$ cat src/rtl/apple_spawner.sv
// Picks a free playfield cell for a new apple: random LFSR probes against the snake
// occupancy map, then a linear scan of all 64 cells if every probe hit the snake.
module apple_spawner #(
  parameter int unsigned MAX_TRIES = 32,
  parameter logic [7:0]  LFSR_SEED = 8'hB4,
  parameter logic [2:0]  INIT_ROW  = 3'd3,
  parameter logic [2:0]  INIT_COL  = 3'd6
) (
  input  logic        clk,
  input  logic        reset,
  input  logic        spawn_req,
  input  logic [63:0] occupancy,
  input  logic        seed_load,
  input  logic [7:0]  seed,
  output logic [2:0]  apple_row,
  output logic [2:0]  apple_col,
  output logic        busy,
  output logic        done,
  output logic        fail
);

  typedef enum logic [1:0] {StIdle, StProbe, StScan} state_e;

  localparam logic [7:0] LastTry = 8'(MAX_TRIES - 1);

  state_e      state_q, state_d;
  logic [7:0]  lfsr_q, lfsr_d;
  logic [7:0]  tries_q, tries_d;
  logic [5:0]  scan_idx_q, scan_idx_d;
  logic [2:0]  row_q, row_d;
  logic [2:0]  col_q, col_d;
  logic        done_q, done_d;
  logic        fail_q, fail_d;
  logic        fb;
  logic [7:0]  lfsr_step;

  always_comb begin
    fb        = lfsr_q[7] ^ lfsr_q[5] ^ lfsr_q[4] ^ lfsr_q[3];
    lfsr_step = {lfsr_q[6:0], fb};
  end

  always_comb begin
    state_d    = state_q;
    lfsr_d     = lfsr_step;
    tries_d    = tries_q;
    scan_idx_d = scan_idx_q;
    row_d      = row_q;
    col_d      = col_q;
    done_d     = 1'b0;
    fail_d     = 1'b0;

    unique case (state_q)
      StIdle: begin
        // A seed load freezes the LFSR for this edge and swallows any request.
        if (seed_load) begin
          lfsr_d = (seed == 8'h00) ? LFSR_SEED : seed;
        end else if (spawn_req) begin
          tries_d = 8'd0;
          state_d = StProbe;
        end
      end
      StProbe: begin
        if (!occupancy[lfsr_q[5:0]]) begin
          row_d   = lfsr_q[5:3];
          col_d   = lfsr_q[2:0];
          done_d  = 1'b1;
          state_d = StIdle;
        end else if (tries_q == LastTry) begin
          scan_idx_d = 6'd0;
          state_d    = StScan;
        end else begin
          tries_d = tries_q + 8'd1;
        end
      end
      StScan: begin
        if (!occupancy[scan_idx_q]) begin
          row_d   = scan_idx_q[5:3];
          col_d   = scan_idx_q[2:0];
          done_d  = 1'b1;
          state_d = StIdle;
        end else if (scan_idx_q == 6'd63) begin
          fail_d  = 1'b1;
          state_d = StIdle;
        end else begin
          scan_idx_d = scan_idx_q + 6'd1;
        end
      end
      default: state_d = StIdle;
    endcase
  end

  always_ff @(posedge clk or posedge reset) begin
    if (reset) begin
      state_q    <= StIdle;
      lfsr_q     <= LFSR_SEED;
      tries_q    <= 8'd0;
      scan_idx_q <= 6'd0;
      row_q      <= INIT_ROW;
      col_q      <= INIT_COL;
      done_q     <= 1'b0;
      fail_q     <= 1'b0;
    end else begin
      state_q    <= state_d;
      lfsr_q     <= lfsr_d;
      tries_q    <= tries_d;
      scan_idx_q <= scan_idx_d;
      row_q      <= row_d;
      col_q      <= col_d;
      done_q     <= done_d;
      fail_q     <= fail_d;
    end
  end

  assign apple_row = row_q;
  assign apple_col = col_q;
  assign busy      = (state_q != StIdle);
  assign done      = done_q;
  assign fail      = fail_q;

endmodule

$ cat config.mk
export PLATFORM = sky130hd
export DESIGN_NAME = apple_spawner
export DESIGN_NICKNAME = d
export VERILOG_FILES = /design/src/rtl/apple_spawner.sv
export SDC_FILE = /design/constraint.sdc
export NUM_CORES = 1
export LEC_CHECK = 0
export CAP_MARGIN = 20
export CORE_MARGIN = 2
export CORE_UTILIZATION = 54
export CTS_BUF_LIST = sky130_fd_sc_hd__clkbuf_2
export DETAILED_ROUTE_END_ITERATION = 7
export PLACE_DENSITY = 0.95
export RECOVER_POWER = 25
export SYNTH_ARGS = -nofsm -noshare
export SYNTH_HDL_FRONTEND = slang
export SYNTH_SLANG_ARGS = --single-unit
$ cat constraint.sdc
create_clock -name clk -period 5.35 [get_ports clk]
set_clock_uncertainty 0.05 [all_clocks]
set_input_delay 1.07 -clock clk [delete_from_list [all_inputs] [get_ports clk]]
set_output_delay 1.07 -clock clk [all_outputs]
set_load 0.01 [all_outputs]
==> impl_metrics.tcl, run 1 <==
set metrics [dict create \
    status "finished, violations left" \
    failed_checks "capacitance limit, slew limit" \
    areaGrowthSynthToFinish_pct 28.1 \
    overflow 0 \
    finalCriticalPeriod_ns 3.36 \
    n_fill_cell 409 \
    wl_met3_um 669 \
    yosysWarnings 0 \
    worst_setup_path_end_kind "flop" \
    dp_cells 413 \
    synth-seq-area-share_pct 27.1 \
    worst_pin_slew_ns 1.69 \
    syn_inst 276 \
    powerDensity_nw_per_um2 401 \
    wl_met2_um 4300 \
    relSlewSlack_pct -12.8 \
    die_h_um 78.4 \
    mostFrequentLayoutCells "83 x clkdlybuf4s50_1, 25 x mux2i_1, 24 x dfrtp_1, 21 x nand2_1, 18 x nand3_1" \
    antenna_cells 0 \
    clock_sinks 32 \
    layout.cells.non_filler 421 \
    total_leakage_power_nw 1.45 \
    cts_inserted_buffers 5 \
    synth_top_area_cell "dfrtp_1" \
    wirelength_um 8550 \
    synth-seq-cells 32 \
    syn-num-nets 357 \
    vias 2762 \
    drt_iter0_markers 226 \
    synth_ff_type "dfrtp_1" \
    start_kind "flop" \
    rsz0062_at_grt "no" \
    detail-route-antenna-nets 0 \
    finalSetupTns_ns 0 \
    antenna_found_initial 0 \
    grt_pass1_vias 2807 \
    max_freq_mhz 297 \
    cts_max_level 2 \
    crit_family "multiplexers" \
    cts_root_buffer "clkbuf_2" \
    synth_edf_count 0 \
    yosys-top-cells-area "dfrtp_1 20%, mux4_2 13%, mux2i_1 8.4%" \
    top_layer "met4" \
    routabilityCongestion 0.826 \
    final_common_cell "clkdlybuf4s50_1" \
    worstPathCellList "mux4_1 -> mux2i_1 -> a21oi_1 -> a32oi_2 -> nand2b_1 -> nand4_2 -> mux2_2" \
    portBuffers 84 \
    crit_fanout 19 \
    async_flop_share_pct 100 \
    fin_crit_sh_pct 62.9 \
    cts_tree "yes" \
    postCtsSetupBuffers 0 \
    io_pins 85 \
    m1WireLength_um 3450 \
    ir_drop_mv 0.327 \
    firstDrtPassIters 5 \
    drive_gt1_share_pct 16.0 \
    worstSkewPairLatency_ns 0.38 \
    drc_errors 0 \
    cts_buffer_depth 2 \
    drv_cap 1 \
    cts_hold_buf 0 \
    dp_hpwl_um 6440 \
    hold_violations 0 \
    critPathSlowestCell "dfrtp_1" \
    coreArea_um2 5440 \
    synth.distinct_cells 60 \
    fp.dieW_um 78.4 \
    grt_max_degree 33 \
    crit_arrival_ns 3.60 \
    nets 429 \
    hold_class "flop to flop" \
    syn_area_um2 2990 \
    critical_path_class "flop to flop" \
    post_cts_resize_count 0 \
    grtUsageTotal_pct 28.9 \
    cp.required_ns 5.58 \
    slew_viol_final 33 \
    grt_pass1_wl_um 14000 \
    crit_buf_inv 0 \
    routed_via_density 6.56 \
    rows 27 \
    netlist.area_leader.share_pct 20.1 \
    postSynthAreaPerCell_um2 10.8 \
    slowest_delay_ns 0.99 \
    setup_viol 0 \
    clkTransAtPathRegs_ns 0.16 \
    start_util_pct 55.0 \
    dieArea_um2 6150 \
    wl_per_cell_um 20.3 \
]
==> worst reg2reg max path, delay by kind of cell, from the launching register on <==
family           cells  cell delay (ns)
AO/OA/AOI/OAI        2             0.52
flip-flops           1             0.99
multiplexers         3             1.30
AND/OR/NAND/NOR      2             0.42
==> area by class of cell <==
type                       instances  area [um^2]  area share (%)
clock buffer                       6         30.0           0.784
clock inverter                     2         7.51           0.196
inverter                           9         33.8           0.881
multi-input combinational        214         2010            52.4
sequential                        32          811            21.2
tap                               72         90.1            2.35
timing repair buffer              86          852            22.2
==> Yosys cell counts, types with 3 or more instances <==
library cell,instances
nor3_1,3
nand3_1,18
nand2b_1,4
and3b_1,3
mux4_1,7
dfrtp_1,24
clkbuf_1,7
o21ai_0,13
nand4_1,3
nor2b_1,8
mux4_2,17
inv_1,9
mux2_2,14
dfstp_2,8
o22a_1,4
buf_6,5
nor2_1,9
nand2_1,21
o31ai_1,3
o2111ai_1,3
buf_2,4
mux2i_1,25
o211ai_1,5
ha_1,5
or4_1,5
buf_4,5
nor3b_1,3
==> stage by stage <==
step	power [mW]	cell area (um^2)	hold WS, ns	utilization [%]	setup slack [ns]
finish	1.54	3830	0.453	70.5	1.99
global route	1.65	3830	0.476	70.5	1.84
CTS	1.54	3840	0.456	70.5	2.00
detailed placement	1.42	3800	0.426	69.8	1.59
global placement	1.38	3800	0.426	69.8	1.74
floorplan	1.20	2990	0.410	-	2.49
==> metal layers <==
metal	global-route usage (%)	vias up
li1	-	1242
met1	36.2	1360
met3	4.94	12
met2	51.4	148
met4	7.89	0
met5	0	-
==> state kept, by name (all words and copies together) (netlist names) <==
| signal | cells |
|---|---|
| lfsr_q | 8 |
| tries_q | 8 |
| scan_idx_q | 6 |
| apple_col | 3 |
| apple_row | 3 |
| state_q | 2 |
| done | 1 |
| fail | 1 |
==> power by group <==
| group | internal, mW | switching, mW |
|---|---|---|
| clock | 0.0314 | 0.0821 |
| combinational | 0.515 | 0.422 |
| sequential | 0.340 | 0.146 |
==> cells by family after synthesis <==
group / Yosys count / share of synthesized area, %
and+or+nand+nor: 93 / 18.2
DFF: 32 / 27.1
adders and majority gates: 5 / 2.09
buffers and inverters: 30 / 5.81
AOI/OAI and AO/OA: 51 / 13.6
xor gates and xnor gates: 2 / 0.585
muxes: 63 / 32.6
==> final timing paths <==
path                                      from                   endpoint  slack [ns]  cells after the start
setup / recovery           lfsr_q[1]$_DFF_PP0_   apple_col[0]$_DFFE_PP0P_        1.99                      7
hold reg to reg            lfsr_q[6]$_DFF_PP0_        lfsr_q[7]$_DFF_PP1_        0.45                      1
hold / removal             lfsr_q[6]$_DFF_PP0_        lfsr_q[7]$_DFF_PP1_        0.45                      1
setup reg to reg           lfsr_q[1]$_DFF_PP0_   apple_col[0]$_DFFE_PP0P_        1.99                      7
min in group asynchronous                reset  scan_idx_q[5]$_DFFE_PP0P_        1.64                      3
max in group asynchronous                reset   apple_row[2]$_DFFE_PP0P_        2.64                      3
No activity file was read; power rests on OpenSTA's default activity.
==> run 2, diff against run 1 <==
- CORE_UTILIZATION: 54 -> 45
- PLACE_DENSITY: 0.95 -> 0.87
- clock period: 5.35 -> 2.9 ns (I/O delays scaled with it)
==> impl_metrics.tcl, run 2 (synthesized netlist as in run 1, its figures left out) <==
set metrics [dict create \
    max_freq_mhz 367 \
    crit_arrival_ns 2.96 \
    worstSkewPairLatency_ns 0.38 \
    timing.rr.end "apple_col[0]$_DFFE_PP0P_" \
    hold_violations 0 \
    areaGrowthSynthToFinish_pct 33.1 \
    ir_drop_mv 0.541 \
    routabilityCongestion 0.949 \
    start_kind "flop" \
    dp_hpwl_um 6700 \
    path_depth 8 \
    overflow 0 \
    detail-route-antenna-nets 0 \
    critical_path_class "flop to flop" \
    start_util_pct 46.9 \
    dpl_worst_slack_ns -0.178 \
    wirelength_um 8550 \
    crit_family "multiplexers" \
    grt_pass1_wl_um 13800 \
    firstDrtPassIters 4 \
    cts_inserted_buffers 5 \
    vias 2781 \
    drv_cap 0 \
    reg2reg_from "lfsr_q[1]$_DFF_PP0_" \
    total_leakage_power_nw 1.54 \
    cts_tree "yes" \
    routed_via_density 6.26 \
    worst_pin_slew_ns 0.798 \
    setup_viol 0 \
    drc_errors 0 \
    cp.required_ns 3.13 \
    clkTransAtPathRegs_ns 0.15 \
    cts_max_level 2 \
    crit_end "apple_col[0]$_DFFE_PP0P_" \
    powerDensity_nw_per_um2 742 \
    worst_setup_path_end_kind "flop" \
    slew_viol_final 0 \
    cts_buffer_depth 2 \
    dp_cells 437 \
    status "finished, final reports clean" \
    critPathSlowestCell "mux4_1" \
    drive_gt1_share_pct 21.3 \
    mostFrequentLayoutCells "83 x clkdlybuf4s50_1, 25 x mux2i_1, 23 x dfrtp_1, 21 x nand2_1, 21 x buf_4" \
    largest_registers "lfsr_q: 8 flops, tries_q: 8 flops, scan_idx_q: 6 flops" \
    crit_fanout 12 \
    portBuffers 84 \
    final_common_cell "clkdlybuf4s50_1" \
    grt_pass1_vias 2822 \
    setup.worst_path.start "lfsr_q[1]$_DFF_PP0_" \
    worstPathCellList "buf_4 -> mux4_1 -> mux2i_1 -> a221oi_2 -> a32oi_2 -> nand2b_1 -> nand4_2 -> mux2_2" \
    nets 448 \
    setup_ws_ns 0.175 \
    postCtsSetupBuffers 0 \
    layout.cells.non_filler 444 \
    antenna_cells 0 \
    finalCriticalPeriod_ns 2.73 \
    grtUsageTotal_pct 23.9 \
    die_h_um 85.6 \
    coreArea_um2 6390 \
    clock_sinks 32 \
    wl_per_cell_um 19.3 \
    fp.dieW_um 85.6 \
    io_pins 85 \
    fin_crit_sh_pct 94.0 \
    drt_iter0_markers 163 \
    crit_buf_inv 1 \
    relSlewSlack_pct 46.8 \
    antenna_found_initial 0 \
    cts_root_buffer "clkbuf_2" \
    hold_class "flop to flop" \
    grt_max_degree 23 \
    ff2ff_path_depth 8 \
    rows 29 \
    rsz0062_at_grt "no" \
    slowest_delay_ns 0.59 \
    dieArea_um2 7320 \
    reg2reg_slack_ns 0.17 \
]
-- run 2: cell count changes in the layout (fill, tap and decap cells not counted), sizes merged --
| cell | change |
|---|---|
| buf | +20 |
| clkbuf | -1 |
| clkinv | -1 |
-- run 2: where the power goes --
part,switching (mW),internal (mW),leakage (nW)
registers,0.190,0.630,0.401
clock network,0.144,0.0573,0.0288
logic,0.884,1.05,1.11
-- run 2: worst min-delay path by stage --
stage,start,slack (ns),cells past startpoint,to
floorplan,lfsr_q[6]$_DFF_PP0_,0.41,1,lfsr_q[7]$_DFF_PP1_
global placement,lfsr_q[6]$_DFF_PP0_,0.43,1,lfsr_q[7]$_DFF_PP1_
detailed placement,lfsr_q[6]$_DFF_PP0_,0.43,1,lfsr_q[7]$_DFF_PP1_
CTS,lfsr_q[6]$_DFF_PP0_,0.47,1,lfsr_q[7]$_DFF_PP1_
global route,lfsr_q[6]$_DFF_PP0_,0.50,1,lfsr_q[7]$_DFF_PP1_
finish,lfsr_q[6]$_DFF_PP0_,0.47,1,lfsr_q[7]$_DFF_PP1_
-- run 2: through the flow --
step / util, % / setup TNS (ns) / total power, mW / instance area, um^2 / hold WS [ns]
floorplan: - / 0 / 2.21 / 2990 / 0.410
detailed placement: 61.8 / -1.65 / 2.74 / 3950 / 0.430
CTS: 62.4 / 0 / 2.96 / 3980 / 0.472
finish: 62.4 / 0 / 2.95 / 3980 / 0.468
global placement: 61.8 / -0.725 / 2.69 / 3950 / 0.428
global route: 62.4 / 0 / 3.16 / 3980 / 0.500
-- run 2: area by class of cell --
| type | count | area (um^2) |
|---|---|---|
| Timing Repair Buffer | 105 | 998 |
| Fill cell | 518 | 2400 |
| Clock buffer | 6 | 30.0 |
| Sequential cell | 32 | 812 |
| Inverter | 9 | 33.8 |
| Clock inverter | 1 | 5.00 |
| Multi-Input combinational cell | 214 | 2010 |
| Tap cell | 77 | 96.3 |
-- run 2: layer usage --
layer / vias up / part of all wire, % / track usage (%)
met3: 22 / 8.1 / 4.81
li1: 1285 / - / -
met2: 139 / 47 / 40.2
met1: 1335 / 43 / 31.3
met5: - / 0 / 0
met4: 0 / 2.1 / 7.22
-- run 2: what timing repair did --
| item | in CTS | in global routing |
|---|---|---|
| resized for setup | 0 | 1 |
| hold buffers | 0 | 0 |
| setup endpoints to repair | 0 | 8 |
| endpoints found under the hold margin | 0 | 0 |
==> run 3, diff against run 2 <==
- CORE_ASPECT_RATIO: unset -> 1.4
==> impl_metrics.tcl, run 3 (synthesized netlist as in run 1, its figures left out) <==
set metrics [dict create \
    status "finished, violations left" \
    drv_cap 1 \
    postCtsSetupBuffers 0 \
    wl_per_cell_um 19.4 \
    crit_arrival_ns 3.07 \
    final_common_cell "clkdlybuf4s50_1" \
    die_h_um 100 \
    drc_errors 0 \
    cts_tree "yes" \
    fp.dieW_um 72.9 \
    total_leakage_power_nw 1.54 \
    dpl_cell_area_um2 3940 \
    start_util_pct 45.9 \
    routed_via_density 6.24 \
    areaGrowthSynthToFinish_pct 33.0 \
    failed_checks "capacitance limit, slew limit" \
    grt_max_degree 33 \
    grt_pass1_wl_um 14000 \
    dp_hpwl_um 6730 \
    drt_iter0_markers 142 \
    dieArea_um2 7330 \
    hold_class "flop to flop" \
    io_pins 85 \
    setup_viol 0 \
    min_path_cells 1 \
    clock_sinks 32 \
    ff2ff_path_depth 9 \
    postLayoutCellArea_um2 3980 \
    antenna_found_initial 0 \
    detail-route-antenna-nets 0 \
    fin_crit_sh_pct 95.4 \
    setup.worst_path.start "lfsr_q[2]$_DFF_PP1_" \
    hold_violations 0 \
    finalCriticalPeriod_ns 2.77 \
    grtUsageTotal_pct 24.4 \
    ir_drop_mv 0.419 \
    timing.rr.end "scan_idx_q[4]$_DFFE_PP0P_" \
    coreArea_um2 6530 \
    antenna_cells 0 \
    worst_setup_path_end_kind "flop" \
    vias 2745 \
    mostFrequentLayoutCells "83 x clkdlybuf4s50_1, 25 x mux2i_1, 22 x dfrtp_1, 21 x nand2_1, 18 x nand3_1" \
    worstSkewPairLatency_ns 0.40 \
    nets 446 \
    powerDensity_nw_per_um2 758 \
    min_to "lfsr_q[7]$_DFF_PP1_" \
    portBuffers 84 \
    post_cts_resize_count 0 \
    cts_hold_buf 0 \
    grt_pass1_vias 2788 \
    cp.required_ns 3.20 \
    hp-start "lfsr_q[6]$_DFF_PP0_" \
    rows 35 \
    max_freq_mhz 362 \
    clkTransAtPathRegs_ns 0.17 \
    start_kind "flop" \
    worst_pin_slew_ns 1.68 \
    firstDrtPassIters 4 \
    wirelength_um 8530 \
    rsz0062_at_grt "no" \
    cts_inserted_buffers 5 \
    drive_gt1_share_pct 21.0 \
    overflow 0 \
    reg2reg_slack_ns 0.13 \
    cts_root_buffer "clkbuf_2" \
    slew_viol_final 33 \
    crit_fanout 16 \
    critical_path_class "flop to flop" \
    reg2reg_from "lfsr_q[2]$_DFF_PP1_" \
    cts_buffer_depth 2 \
    relSlewSlack_pct -11.9 \
    routabilityCongestion 0.883 \
    largest_registers "lfsr_q: 8 flops, tries_q: 8 flops, scan_idx_q: 6 flops" \
    cts_max_level 2 \
    finalSetupTns_ns 0 \
]
-- run 3: changes by cell type in the layout (fill, tap and decap cells not counted) --
cell	before	now
dfrtp_2	1	2
buf_4	21	17
clkbuf_1	0	1
dfrtp_1	23	22
clkbuf_2	6	7
buf_12	0	1
-- run 3: cell type report --
cell class | count | area [um^2]
Clock buffer | 7 | 35.0
Clock inverter | 1 | 5.00
Fill cell | 539 | 2540
Inverter | 9 | 33.8
Multi-Input combinational cell | 214 | 2010
Sequential cell | 32 | 813
Tap cell | 74 | 92.6
Timing Repair Buffer | 103 | 992
-- run 3: routing by layer --
metal	vias up	share of wire, %	track usage, %
met1	1331	40	29.9
met3	12	6.0	3.40
met4	0	1.9	6.70
li1	1279	-	-
met5	-	0	0
met2	123	53	44.0
-- run 3: worst max path at each step --
stage,endpoint,slack (ns),cells after the start
6_report,scan_idx_q[4]$_DFFE_PP0P_,0.13,9
5_1_grt,scan_idx_q[4]$_DFFE_PP0P_,0.003,9
4_1_cts,scan_idx_q[4]$_DFFE_PP0P_,0.08,9
3_5_place_dp,scan_idx_q[4]$_DFFE_PP0P_,-0.20,10
3_3_place_gp,apple_row[2]$_DFFE_PP0P_,-0.09,8
2_1_floorplan,apple_col[0]$_DFFE_PP0P_,0.52,9
-- run 3: report_power, final --
group	switching (mW)	leakage, nW	internal (mW)
logic	0.869	1.10	1.09
registers	0.212	0.400	0.631
clock network	0.155	0.0330	0.0657
-- run 3: critical path: stages (launching register included) --
cell      delay [ns]
dfstp_2         0.77
mux4_1          0.24
mux2i_1         0.12
a221oi_2        0.32
a32oi_2         0.11
buf_4           0.16
o21a_1          0.18
buf_4           0.16
or4b_1          0.52
nand3_1         0.08
-- run 3: stage by stage --
step	std cells	total power, mW	utilization [%]	hold slack (ns)	worst slack [ns]
floorplan	276	2.21	-	0.410	0.520
global placement	432	2.74	60.4	0.431	-0.0853
detailed placement	432	2.79	60.4	0.425	-0.201
CTS	440	3.03	61.0	0.466	0.0841
global route	440	3.22	61.0	0.488	0.00286
finish	440	3.02	61.0	0.462	0.134
